### config.mk
export PLATFORM = sky130hd
export DESIGN_NAME = fullchip_seq
export DESIGN_NICKNAME = d
export VERILOG_FILES = /design/src/rtl/fullchip_seq_pkg.sv /design/src/rtl/fullchip_seq_cnt.sv /design/src/rtl/fullchip_seq.sv
export SDC_FILE = /design/constraint.sdc
export NUM_CORES = 1
export LEC_CHECK = 0
export ABC_CLOCK_PERIOD_IN_PS = 2300
export BUFFER_PORTS_ARGS = -buffer_cell sky130_fd_sc_hd__buf_2
export CAP_MARGIN = 15
export CORE_MARGIN = 1
export CORE_UTILIZATION = 30
export CTS_CLUSTER_DIAMETER = 120
export DETAILED_ROUTE_END_ITERATION = 8
export PLACE_DENSITY_LB_ADDON = 0.25
export SETUP_SLACK_MARGIN = 0.05
export SYNTH_ARGS = -nofsm -noshare
export SYNTH_HDL_FRONTEND = slang
export SYNTH_SLANG_ARGS = --single-unit
### constraint.sdc
create_clock -name clk -period 2.3 [get_ports clk]
set_input_delay 0.69 -clock clk [delete_from_list [all_inputs] [get_ports clk]]
set_output_delay 0.69 -clock clk [all_outputs]
set_load 0.005 [all_outputs]
### src/rtl/fullchip_seq_pkg.sv
// Shared types and constants for the fullchip instruction sequencer.
// Holds the FSM state enum, the inst word width and every inst field position.
package fullchip_seq_pkg;

    localparam int INST_W = 20;
    localparam int ADDR_W = 4;

    // Width of the host mem_in row (products per row); informational only.
    localparam int PR = 16;

    typedef enum logic [3:0] {
        S_IDLE,
        S_KLOAD,
        S_QLOAD,
        S_KFETCH,
        S_EXEC,
        S_DRAIN,
        S_PSUM,
        S_NORM_ACC,
        S_NORM_DIV,
        S_DONE
    } state_e;

    // Single-bit inst fields
    localparam int BIT_SPARE    = 19;
    localparam int BIT_ACC      = 18;
    localparam int BIT_DIV      = 17;
    localparam int BIT_OFIFO_RD = 16;
    localparam int BIT_EXECUTE  = 7;
    localparam int BIT_LOAD     = 6;
    localparam int BIT_PMEM_RD  = 5;
    localparam int BIT_PMEM_WR  = 4;
    localparam int BIT_QMEM_RD  = 3;
    localparam int BIT_QMEM_WR  = 2;
    localparam int BIT_KMEM_RD  = 1;
    localparam int BIT_KMEM_WR  = 0;

    // Multi-bit address fields
    localparam int QK_ADD_HI = 15;
    localparam int QK_ADD_LO = 12;
    localparam int P_ADD_HI  = 11;
    localparam int P_ADD_LO  = 8;

endpackage

### src/rtl/fullchip_seq_cnt.sv
// seq_cnt: phase counter shared by every sequencer state.
// Synchronous clear wins over increment; increment is gated by the caller so a
// stalled phase keeps its count. tc flags that the count equals 'last'.
module seq_cnt #(
    parameter int W = 4
) (
    input  logic         clk,
    input  logic         reset,
    input  logic         clr,
    input  logic         inc,
    input  logic [W-1:0] last,
    output logic [W-1:0] cnt,
    output logic [W-1:0] cnt_nxt,
    output logic         tc
);

    // Next count: clear, step, or hold
    always_comb begin
        // NOTE: assign a default before any branch so no path leaves the signal unassigned (that would infer a latch).
        cnt_nxt = cnt;
        if (clr) begin
            cnt_nxt = '0;
        end else if (inc) begin
            cnt_nxt = cnt + W'(1);
        end
    end

    // Count register
    always_ff @(posedge clk or negedge reset) begin
        if (!reset) begin
            cnt <= '0;
        end else begin
            // NOTE: non-blocking assignment for flops so every register samples pre-edge values.
            cnt <= cnt_nxt;
        end
    end

    assign tc = (cnt == last);

endmodule

### src/rtl/fullchip_seq.sv
// fullchip_seq: drives the shared inst bus of fullchip through one attention
// pass (K load, Q load, K fetch, execute, drain, psum writeback, optional
// normalization) and tells the host which row to put on mem_in.
// Build option: define FULLCHIP_SEQ_NORM_EN to include NORM_ACC/NORM_DIV.
//
// A 'live' flag records whether the current cycle actually issued the word
// for state/cnt. The position only advances after it was issued, so a hold
// (which blanks the registered outputs) never drops or repeats an entry.
module fullchip_seq
    import fullchip_seq_pkg::*;
#(
    parameter int col      = 8,
    parameter int len_max  = 16,
    parameter int pipe_lat = 10
) (
    input  logic              clk,
    input  logic              reset,
    input  logic              start,
    input  logic [3:0]        q_len,
    input  logic              hold,
    output logic [INST_W-1:0] inst,
    output logic              ld_q,
    output logic              ld_k,
    output logic [ADDR_W-1:0] ld_addr,
    output logic              busy,
    output logic              done
);

    localparam int CW_A  = ($clog2(len_max) > $clog2(col)) ? $clog2(len_max) : $clog2(col);
    localparam int CNT_W = ($clog2(pipe_lat) > CW_A) ? $clog2(pipe_lat) : CW_A;

    state_e            state;
    state_e            state_nxt;
    logic              live;
    logic [3:0]        q_last;
    logic [CNT_W-1:0]  cnt;
    logic [CNT_W-1:0]  cnt_nxt;
    logic [CNT_W-1:0]  cnt_last;
    logic              cnt_clr;
    logic              cnt_inc;
    logic              cnt_tc;
    logic [ADDR_W-1:0] addr_nxt;

    function automatic state_e succ(state_e s);
        case (s)
            S_KLOAD:    return S_QLOAD;
            S_QLOAD:    return S_KFETCH;
            S_KFETCH:   return S_EXEC;
            S_EXEC:     return S_DRAIN;
            S_DRAIN:    return S_PSUM;
`ifdef FULLCHIP_SEQ_NORM_EN
            S_PSUM:     return S_NORM_ACC;
            S_NORM_ACC: return S_NORM_DIV;
            S_NORM_DIV: return S_DONE;
`else
            S_PSUM:     return S_DONE;
`endif
            default:    return S_IDLE;
        endcase
    endfunction

    function automatic logic [INST_W-1:0] encode(state_e s, logic [ADDR_W-1:0] a);
        logic [INST_W-1:0] w;
        w = '0;
        case (s)
            S_KLOAD: begin
                w[BIT_KMEM_WR]           = 1'b1;
                w[QK_ADD_HI:QK_ADD_LO]   = a;
            end
            S_QLOAD: begin
                w[BIT_QMEM_WR]           = 1'b1;
                w[QK_ADD_HI:QK_ADD_LO]   = a;
            end
            S_KFETCH: begin
                w[BIT_KMEM_RD]           = 1'b1;
                w[BIT_LOAD]              = 1'b1;
                w[QK_ADD_HI:QK_ADD_LO]   = a;
            end
            S_EXEC: begin
                w[BIT_QMEM_RD]           = 1'b1;
                w[BIT_EXECUTE]           = 1'b1;
                w[QK_ADD_HI:QK_ADD_LO]   = a;
            end
            S_PSUM: begin
                w[BIT_OFIFO_RD]          = 1'b1;
                w[BIT_PMEM_WR]           = 1'b1;
                w[P_ADD_HI:P_ADD_LO]     = a;
            end
`ifdef FULLCHIP_SEQ_NORM_EN
            S_NORM_ACC: begin
                w[BIT_PMEM_RD]           = 1'b1;
                w[BIT_ACC]               = 1'b1;
                w[P_ADD_HI:P_ADD_LO]     = a;
            end
            S_NORM_DIV: begin
                w[BIT_PMEM_RD]           = 1'b1;
                w[BIT_DIV]               = 1'b1;
                w[P_ADD_HI:P_ADD_LO]     = a;
            end
`endif
            default: w = '0;
        endcase
        return w;
    endfunction

    // Last count value of the current phase
    always_comb begin
        cnt_last = '0;
        case (state)
            S_KLOAD, S_KFETCH:                             cnt_last = CNT_W'(col - 1);
            S_QLOAD, S_EXEC, S_PSUM, S_NORM_ACC, S_NORM_DIV: cnt_last = CNT_W'(q_last);
            S_DRAIN:                                       cnt_last = CNT_W'(pipe_lat - 1);
            default:                                       cnt_last = '0;
        endcase
    end

    // Next position: accept start in IDLE, otherwise step only after the current word was issued
    always_comb begin
        state_nxt = state;
        cnt_clr   = 1'b0;
        cnt_inc   = 1'b0;
        if (state == S_IDLE) begin
            if (start) begin
                state_nxt = S_KLOAD;
                cnt_clr   = 1'b1;
            end
        end else if (live) begin
            if (cnt_tc) begin
                state_nxt = succ(state);
                cnt_clr   = 1'b1;
            end else begin
                cnt_inc   = 1'b1;
            end
        end
    end

    seq_cnt #(.W(CNT_W)) u_cnt (
        .clk     (clk),
        .reset   (reset),
        .clr     (cnt_clr),
        .inc     (cnt_inc),
        .last    (cnt_last),
        .cnt     (cnt),
        .cnt_nxt (cnt_nxt),
        .tc      (cnt_tc)
    );

    assign addr_nxt = ADDR_W'(cnt_nxt);

    // FSM state, issue flag, latched Q length and registered instruction outputs
    always_ff @(posedge clk or negedge reset) begin
        if (!reset) begin
            state   <= S_IDLE;
            live    <= 1'b0;
            q_last  <= '0;
            inst    <= '0;
            ld_q    <= 1'b0;
            ld_k    <= 1'b0;
            ld_addr <= '0;
            busy    <= 1'b0;
            done    <= 1'b0;
        end else begin
            state <= state_nxt;
            live  <= (state_nxt != S_IDLE) && !hold;
            busy  <= (state_nxt != S_IDLE);
            if (state == S_IDLE && start) begin
                q_last <= q_len;
            end
            if (state_nxt == S_IDLE || hold) begin
                inst    <= '0;
                ld_q    <= 1'b0;
                ld_k    <= 1'b0;
                ld_addr <= '0;
                done    <= 1'b0;
            end else begin
                inst    <= encode(state_nxt, addr_nxt);
                ld_k    <= (state_nxt == S_KLOAD);
                ld_q    <= (state_nxt == S_QLOAD);
                ld_addr <= (state_nxt == S_KLOAD || state_nxt == S_QLOAD) ? addr_nxt : '0;
                done    <= (state_nxt == S_DONE);
            end
        end
    end

endmodule
==> results of run 1 <==
sequential cells by signal, summed over array words and instances (netlist names):
register   count
state          4
done           1
inst          13
u_cnt.cnt      4
busy           1
ld_addr        4
live           1
q_last         4
logic make-up (layout without fill, tap and decap cells):
kind of cell,count (synthesis),in the layout,share of synthesized area [%]
adder cells (fa/ha/maj),1,1,0.645
XOR/XNOR,1,1,0.452
buffers and inverters,26,80,9.75
AND/OR/NAND/NOR,77,77,24.9
multiplexers,1,1,0.774
other,1,4,0.193
flip-flops,32,32,41.3
AO/OA/AOI/OAI,53,53,22.0
worst max path at each step:
stage	end	slack, ns
final	done$_DFF_PN0_	-0.04
after global routing	done$_DFF_PN0_	-0.1
after CTS	done$_DFF_PN0_	0.04
after detailed placement	inst[9]$_DFF_PN0_	-0.07
after global placement	inst[9]$_DFF_PN0_	-0.09
after floorplan	done$_DFF_PN0_	0.04
layout by cell type, fill, tap and decap left out, drive strengths merged, types with 6 or more instances in the layout:
cell type / instances
nor2: 13
clkbuf: 6
inv: 6
nand2b: 7
nand2: 17
dfrtp: 32
buf: 66
a21oi: 11
o21ai: 11
final cells by class:
class                      instances  area [um2]
multi-input combinational        137        1140
clock inverter                     2        35.0
timing repair buffer              66         448
sequential                        32         805
fill                             596        3450
clock buffer                       6        72.6
inverter                           6        22.5
tap                               75        93.8
power groups by stage:
| stage | Combinational [mW] | Clock, mW | Sequential, mW |
|---|---|---|---|
| 4_1_cts | 1.64 | 0.537 | 0.819 |
| 3_3_place_gp | 1.49 | 0 | 0.819 |
| 6_report | 1.95 | 0.531 | 0.827 |
| 3_5_place_dp | 1.48 | 0 | 0.822 |
| 5_1_grt | 2.12 | 0.562 | 0.847 |
| 2_1_floorplan | 1.07 | 0 | 0.777 |
routing by layer:
layer	GRT usage [%]	routed length (um)	up-vias
li1	-	-	784
met1	21.0	2310	810
met2	24.4	2350	32
met3	3.41	160	8
met4	5.44	87	0
met5	0	0	-
timing repair:
action	4_1_cts	5_1_grt
resized for setup	16	34
endpoints found under the setup margin	14	20
hold buffers	0	0
pin swaps	7	17
buffers inserted	4	6
critical path: stages (launching register included):
cell	delay [ns]
dfrtp_2	0.46
buf_6	0.15
nand4bb_1	0.13
a21oi_2	0.08
or3_4	0.40
a22oi_4	0.28
and3_4	0.27
mux2_4	0.31
nor3b_2	0.15
synthesized netlist by cell type (2+ instances only):
master      n  share of area [%]
buf_4      10                3.9
nor3_1      4                1.0
nand4bb_1   2                1.2
nor2b_1     3               0.97
a21oi_2     4                1.8
and4_1      4                1.8
a31oi_1     5                1.6
o21a_1      2               0.77
or3_4       2                1.2
o21ai_2     2               0.90
a21o_2      2               0.90
inv_1       5               0.97
o21ai_0     8                2.1
buf_6       7                4.1
a211o_2     2                1.0
clkbuf_1    2               0.39
nand2b_1    5                1.6
and3_2      2               0.77
and2_1      2               0.65
nor2_1     13                2.5
and3_1      3               0.97
nand3_1     4                1.0
dfrtp_1    32                 41
o22ai_1     2               0.65
a21o_1      2               0.77
a21oi_1     7                1.8
nor3b_1     3                1.2
a211oi_1    3                1.2
nand2_1    17                3.3
per-stage QoR:
stage	TNS [ns]	instance area (um2)
4_1_cts	0	2430
5_1_grt	-0.732	2610
2_1_floorplan	0	1950
6_report	-0.121	2610
3_3_place_gp	-0.645	2220
3_5_place_dp	-0.410	2220
==> metrics.md, run 1 <==
| Metric | Value |
|---|---|
| Status | `finished with violations` |
| Violated checks | `setup timing` |
| Core outline area | `0.00606 mm2` |
| Congestion Overflow GR | `0` |
| Syn_area_per_cell | `just over 10 um2` |
| WS Path Type | `reg -> reg` |
| Final hold violations | `0` |
| Sink Count | `32` |
| Placed insts | `approximately 300` |
| Synth warnings | `0` |
| Pin count of the biggest net entering global routing | `33` |
| Routed len/inst | `15.2 um` |
| Final nets | `257` |
| Setup WS pre-CTS | `-0.0730 ns` |
| Final setup violation count | `5` |
| Setup crit end kind | `flip-flop` |
| Pwr Total | `between 3 and 4 mW` |
| Max Clock Skew | `~0.0079 ns` |
| Main synth FF type | `dfrtp_1` |
| Sequential power share | `25.0%` |
| Syn Std Cell Area | `approximately 0.0019 mm2` |
| Drt pass-1 iters | `4` |
| Iteration-0 DRC Markers | `90` |
| Via density | `~5.0` |
| Cells after Synth | `192` |
| Routed Antenna Nets | `0` |
| R2R setup slack | `-0.04 ns` |
| Setup ws final | `-0.0393 ns` |
| Max IR drop VDD | `between 0.4 and 0.5 mV` |
| Number of CTS-inserted buffers | `5` |
| Initial antenna violation count | `0` |
| #FFs+latches synth | `32` |
| DRT Wirelength | `4920 um` |
| Net Sw Power | `1.33 mW` |
| Global-route wire length before repair | `7770 um` |
| R2R depth | `8` |
| Max_slew headroom | `53.4%` |
| Sequential fraction of the synthesis area | `between 40% and 50%` |
| Worst r2r src | `state[3]$_DFF_PN0_` |
| Number of max-capacitance violations reported | `0` |
| Die Area | `0.00679 mm2` |
| Max Clock Freq | `427 MHz` |
| Finished Core Util | `43.1%` |
| Die W | `82.4 um` |
| Cell variety after synth | `62` |
| Area Overhead vs Synth | `34.8%` |
| Fraction of registers with async set/reset | `between 90% and 100%` |
| Crit start category | `flip-flop` |
| PortBufs | `31` |
| DRC violations left | `0` |
| R2R Path End | `done$_DFF_PN0_` |
| Hold WS | `0.450 ns` |
| Sw Ratio | `~40%` |
| Clock-pin slew on the worst setup and hold paths | `0.07 ns` |
| Starting Density | `32.0%` |
| Total track usage | `15.6%` |
| DPL Wire Length | `between 3000 and 4000 um` |
| Gate power share | `approximately 59%` |
| TritonCTS clock tree | `built` |
| Hold WC Path Type | `in -> async` |
| Final GP Congestion | `0.825` |
| Clock power share | `16.0%` |
| Vias in the first global route | `around 1500` |
| Max Slew Vio Count | `0` |
| Post-synth EDFFs | `0` |
| Pwr dens | `approximately 1300 mW/mm2` |
| Final min period | `between 2 and 2.5 ns` |
| Layout cells sized above 1 | `52.6%` |
| Critical Path Fanout Max | `6` |
| Crit share post-route | `102%` |
| Slew @ Worst Pin | `0.699 ns` |
| Die height | `~80 um` |
| Crit. Startpoint | `state[3]$_DFF_PN0_` |
| Routed vias | `about 1600` |
| Placement Rows | `28` |
| WP data required | `2.48 ns` |
| CTS Root Cell | `clkbuf_8` |
| Static leakage | `between 1 and 1.5 nW` |
| CTS HTree Levels | `2` |
| Clk_lat worst skew | `between 0.2 and 0.3 ns` |
| Non-filler cells, final | `324` |
| # IOs | `36` |
| CP arrival | `2.51 ns` |
| Clock Path Buffers | `2` |
| Internal power | `roughly 2.0 mW` |
| RSZ-0062 raised after global routing | `true` |
| N_diodes | `0` |
(Power assumes the default switching activity.)
==> inputs of run 2 (changes only) <==
- ABC_AREA: not set -> 1
==> run 2 against run 1 <==
The flow finishes with violations (DRC); synthesized area decreased by 18%; core utilization decreased by 2.9 points; register-to-register slack improved by 0.05 ns; critical endpoint is now ld_addr[2]$_DFF_PN0_; design area decreased by 21%; largest cell class is now sequential cells; largest power group unchanged; critical path type unchanged; clock skew decreased by 0.0048 ns; via count decreased by 20%; first-iteration DRC count decreased by 22%; non-clock buffer count decreased by 25; combinational power increased by 5%; global-route usage decreased by 3.0 points; routed wire length decreased by 35%.
==> metrics.md, run 2 <==
| Metric | Value |
|---|---|
| Clock-pin slew on the worst setup and hold paths | `0.07 ns (about the same)` |
| Fraction of registers with async set/reset | `100% (unchanged)` |
| Drt pass-1 iters | `6 (+2)` |
| Main synth FF type | `dfrtp_1` |
| Iteration-0 DRC Markers | `70 (-22%)` |
| Core outline area | `0.00511 mm2 (-16%)` |
| WP data required | `2.52 ns (+0.04 ns)` |
| Synth area leaders | `dfrtp_1 (50%), nand2_1 (9.2%), nor2_1 (6.8%)` |
| Gate power share | `58.9% (about the same)` |
| Most common cell after layout, fill and taps aside | `nand2_1` |
| CTS HTree Levels | `2 (unchanged)` |
| Non-filler cells, final | `300 (-7.4%)` |
| DPL Wire Length | `2400 um (-27%)` |
| Number of max-capacitance violations reported | `0 (unchanged)` |
| WS Path Type | `reg -> reg` |
| Crit start category | `flip-flop` |
| Setup WS pre-CTS | `0.000780 ns (+0.0738 ns)` |
| Status | `finished with violations` |
| Routed Antenna Nets | `0 (unchanged)` |
| PortBufs | `31 (unchanged)` |
| Placement Rows | `26 (-7.1%)` |
| Crit share post-route | `99.7% (-2.0 points)` |
| CTS Root Cell | `clkbuf_8` |
| Starting Density | `31.2% (-0.82 points)` |
| Critical Path Fanout Max | `7 (+1)` |
| Slew @ Worst Pin | `0.704 ns (+0.00523 ns)` |
| Max Clock Skew | `0.00309 ns (-0.00476 ns)` |
| TritonCTS clock tree | `built` |
| Violated checks | `DRC` |
| CP max stage cell | `dfrtp_1` |
| Static leakage | `1.10 nW (-8.9%)` |
| Most common cell on crit path | `nand2_2` |
| Number of CTS-inserted buffers | `5 (unchanged)` |
| Hold WS | `0.450 ns (+0.000389 ns)` |
| Syn_area_per_cell | `8.51 um2 (-16%)` |
| # IOs | `36 (unchanged)` |
| Sink Count | `32 (unchanged)` |
| Cells after Synth | `187 (-2.6%)` |
| Cell variety after synth | `24 (-61%)` |
| Most frequent cells in the layout | `nand2_1 (33), dfrtp_1 (31), buf_2 (31), nor2_1 (25), inv_1 (16)` |
| Max_slew headroom | `53.0% (-0.35 points)` |
| Die Area | `0.00560 mm2 (-17%)` |
| Count leader, synth | `nand2_1` |
| Final min period | `2.29 ns (-0.0457 ns)` |
| Synth cell count leaders | `nand2_1 (39), dfrtp_1 (32), nor2_1 (29)` |
| Crit-path cells | `inv_2, nand2_1, nor2_1, nor2_2, nand2_2, nand2_2, nand3_1, nand2_2, nor2_4, nand2_2, nand2_1, nand2_1, nand2_2, nand2_4, nor2_8, nand3_4, nand2_4, inv_2, nor2_2` |
| Synth warnings | `0 (unchanged)` |
| Clock power share | `15.4% (-0.6 points)` |
| Clock Path Buffers | `2 (unchanged)` |
| #FFs+latches synth | `32 (unchanged)` |
| Max Slew Vio Count | `0 (unchanged)` |
| Hold WC Path Type | `in -> async` |
| Pin count of the biggest net entering global routing | `33 (unchanged)` |
| Setup ws final | `0.00639 ns (+0.0457 ns)` |
| Pwr dens | `1690 mW/mm2 (+34%)` |
| Final hold violations | `0 (unchanged)` |
| Routed vias | `1302 (-20%)` |
| Die W | `74.8 um (-9.2%)` |
| Net Sw Power | `1.65 mW (+24%)` |
| Sequential fraction of the synthesis area | `50.3% (+9.0 points)` |
| Cell family with most CP delay | `simple AND/OR/NAND/NOR gates` |
| Internal power | `1.83 mW (-7.6%)` |
| Die height | `74.8 um (-9.2%)` |
| Global-route wire length before repair | `5270 um (-32%)` |
| Final nets | `238 (-7.4%)` |
| Slowest stage delay, CP | `0.43 ns (-0.03 ns)` |
| CP arrival | `2.51 ns (about the same)` |
| Clk_lat worst skew | `0.28 ns (about the same)` |
| Post-synth EDFFs | `0 (unchanged)` |
| Vias in the first global route | `1232 (-20%)` |
| Sw Ratio | `47.4% (+7.2 points)` |
| RSZ-0062 raised after global routing | `true` |
| Placed insts | `284 (-7.2%)` |
| Via density | `4.34 (-14%)` |
| Yosys top cell by area | `dfrtp_1` |
| Largest reg by FF count | `inst` |
| Final setup violation count | `0 (-5)` |
| Setup crit end kind | `flip-flop` |
| Congestion Overflow GR | `0 (unchanged)` |
| Sequential power share | `25.7% (+0.7 points)` |
| Max Clock Freq | `436 MHz (+2.0%)` |
| DRC violations left | `1 (+1)` |
| DRT Wirelength | `3210 um (-35%)` |
| Layout cells sized above 1 | `42.6% (-10 points)` |
| Final GP Congestion | `0.959 (+16%)` |
| Routed len/inst | `10.7 um (-29%)` |
| Largest register FFs | `13 (unchanged)` |
| Top-area cell type share of the netlist area | `50.3% (+9.0 points)` |
| Max IR drop VDD | `0.509 mV (+16%)` |
| Area Overhead vs Synth | `29.2%` |
| Total track usage | `12.6% (-3.0 points)` |
| Crit path buf inv count | `2 (+1)` |
| Syn Std Cell Area | `0.00159 mm2 (-18%)` |
| Initial antenna violation count | `0 (unchanged)` |
| N_diodes | `0 (unchanged)` |
[run 2: cell types whose count changed after synthesis, moves of 5 or more]
| cell | before | now |
|---|---|---|
| nand2_1 | 17 | 39 |
| nor2_1 | 13 | 29 |
| inv_1 | 5 | 18 |
| nand3_1 | 4 | 15 |
| nand2_2 | 0 | 9 |
| buf_6 | 7 | 0 |
| o21ai_0 | 8 | 1 |
| a21oi_1 | 7 | 2 |
| a31oi_1 | 5 | 0 |
| inv_2 | 1 | 6 |
| nand2b_1 | 5 | 0 |
| nand4_1 | 1 | 6 |
[run 2: timing repair]
| item | CTS | global route |
|---|---|---|
| hold buffers | 0 | 0 |
| buffers inserted | 5 | 3 |
| pin swaps | 3 | 15 |
| gates resized for setup | 5 | 21 |
| endpoints found under the setup margin | 9 | 20 |
[run 2: layout make-up]
type / instances / area (um2)
fill: 524 / 3050
inverter: 24 / 92.6
timing repair buffer: 41 / 230
clock buffer: 5 / 68.8
tap: 70 / 87.6
clock inverter: 3 / 42.5
multi-input combinational: 125 / 732
sequential: 32 / 802
[run 2: metal layers]
layer,part of all wire (%),track usage [%]
met5,0,0
met4,2.0,5.66
met3,3.5,3.21
met2,52,22.1
met1,43,14.4
[run 2: power by group through the flow]
stage	clock network [mW]	logic (mW)	registers, mW
5_1_grt	0.571	2.31	0.917
3_3_place_gp	0	1.70	0.899
2_1_floorplan	0	1.31	0.874
3_5_place_dp	0	1.69	0.896
6_report	0.537	2.05	0.895
4_1_cts	0.548	1.82	0.890
[run 2: final timing paths]
| kind | startpoint | end | slack (ns) | cells past startpoint |
|---|---|---|---|---|
| worst max-delay path | state[1]$_DFF_PN0_ | ld_addr[2]$_DFF_PN0_ | 0.006 | 19 |
| worst min-delay path | reset | ld_addr[2]$_DFF_PN0_ | 0.45 | 1 |
| worst max register to register | state[1]$_DFF_PN0_ | ld_addr[2]$_DFF_PN0_ | 0.006 | 19 |
| worst min register to register | q_last[3]$_DFFE_PN0P_ | q_last[3]$_DFFE_PN0P_ | 0.53 | 1 |
| max in group asynchronous | reset | state[2]$_DFF_PN0_ | 1.35 | 1 |
| min in group clk | q_last[3]$_DFFE_PN0P_ | q_last[3]$_DFFE_PN0P_ | 0.53 | 1 |
[run 2: per-stage QoR]
step	power, mW	instance area (um2)	setup TNS [ns]	utilization (%)
2_1_floorplan	2.19	1600	0	-
3_3_place_gp	2.60	1790	-0.0814	35.1
3_5_place_dp	2.58	1790	0	35.1
4_1_cts	3.25	1950	0	38.2
5_1_grt	3.80	2060	-2.52	40.2
6_report	3.48	2060	0	40.2
[run 2: worst reg2reg max path, cell delays in order, from the launching register on]
cell and delay (ns):
dfrtp_1 0.43, inv_2 0.11, nand2_1 0.07, nor2_1 0.13, nor2_2 0.05, nand2_2 0.11, nand2_2 0.07, nand3_1 0.08
nand2_2 0.07, nor2_4 0.20, nand2_2 0.10, nand2_1 0.07, nand2_1 0.06, nand2_2 0.07, nand2_4 0.08, nor2_8 0.19
nand3_4 0.10, nand2_4 0.09, inv_2 0.06, nor2_2 0.09
[run 2: cells by family (layout without fill, tap and decap cells)]
kind of cell	Yosys count	count (layout)	synth area share, %
flip-flops	32	32	50.3
adder cells (fa/ha/maj)	1	1	0.786
AO/OA/AOI/OAI	7	7	2.52
buffers and inverters	33	73	9.90
multiplexers	4	4	2.83
AND/OR/NAND/NOR	109	109	33.4
other	1	4	0.236
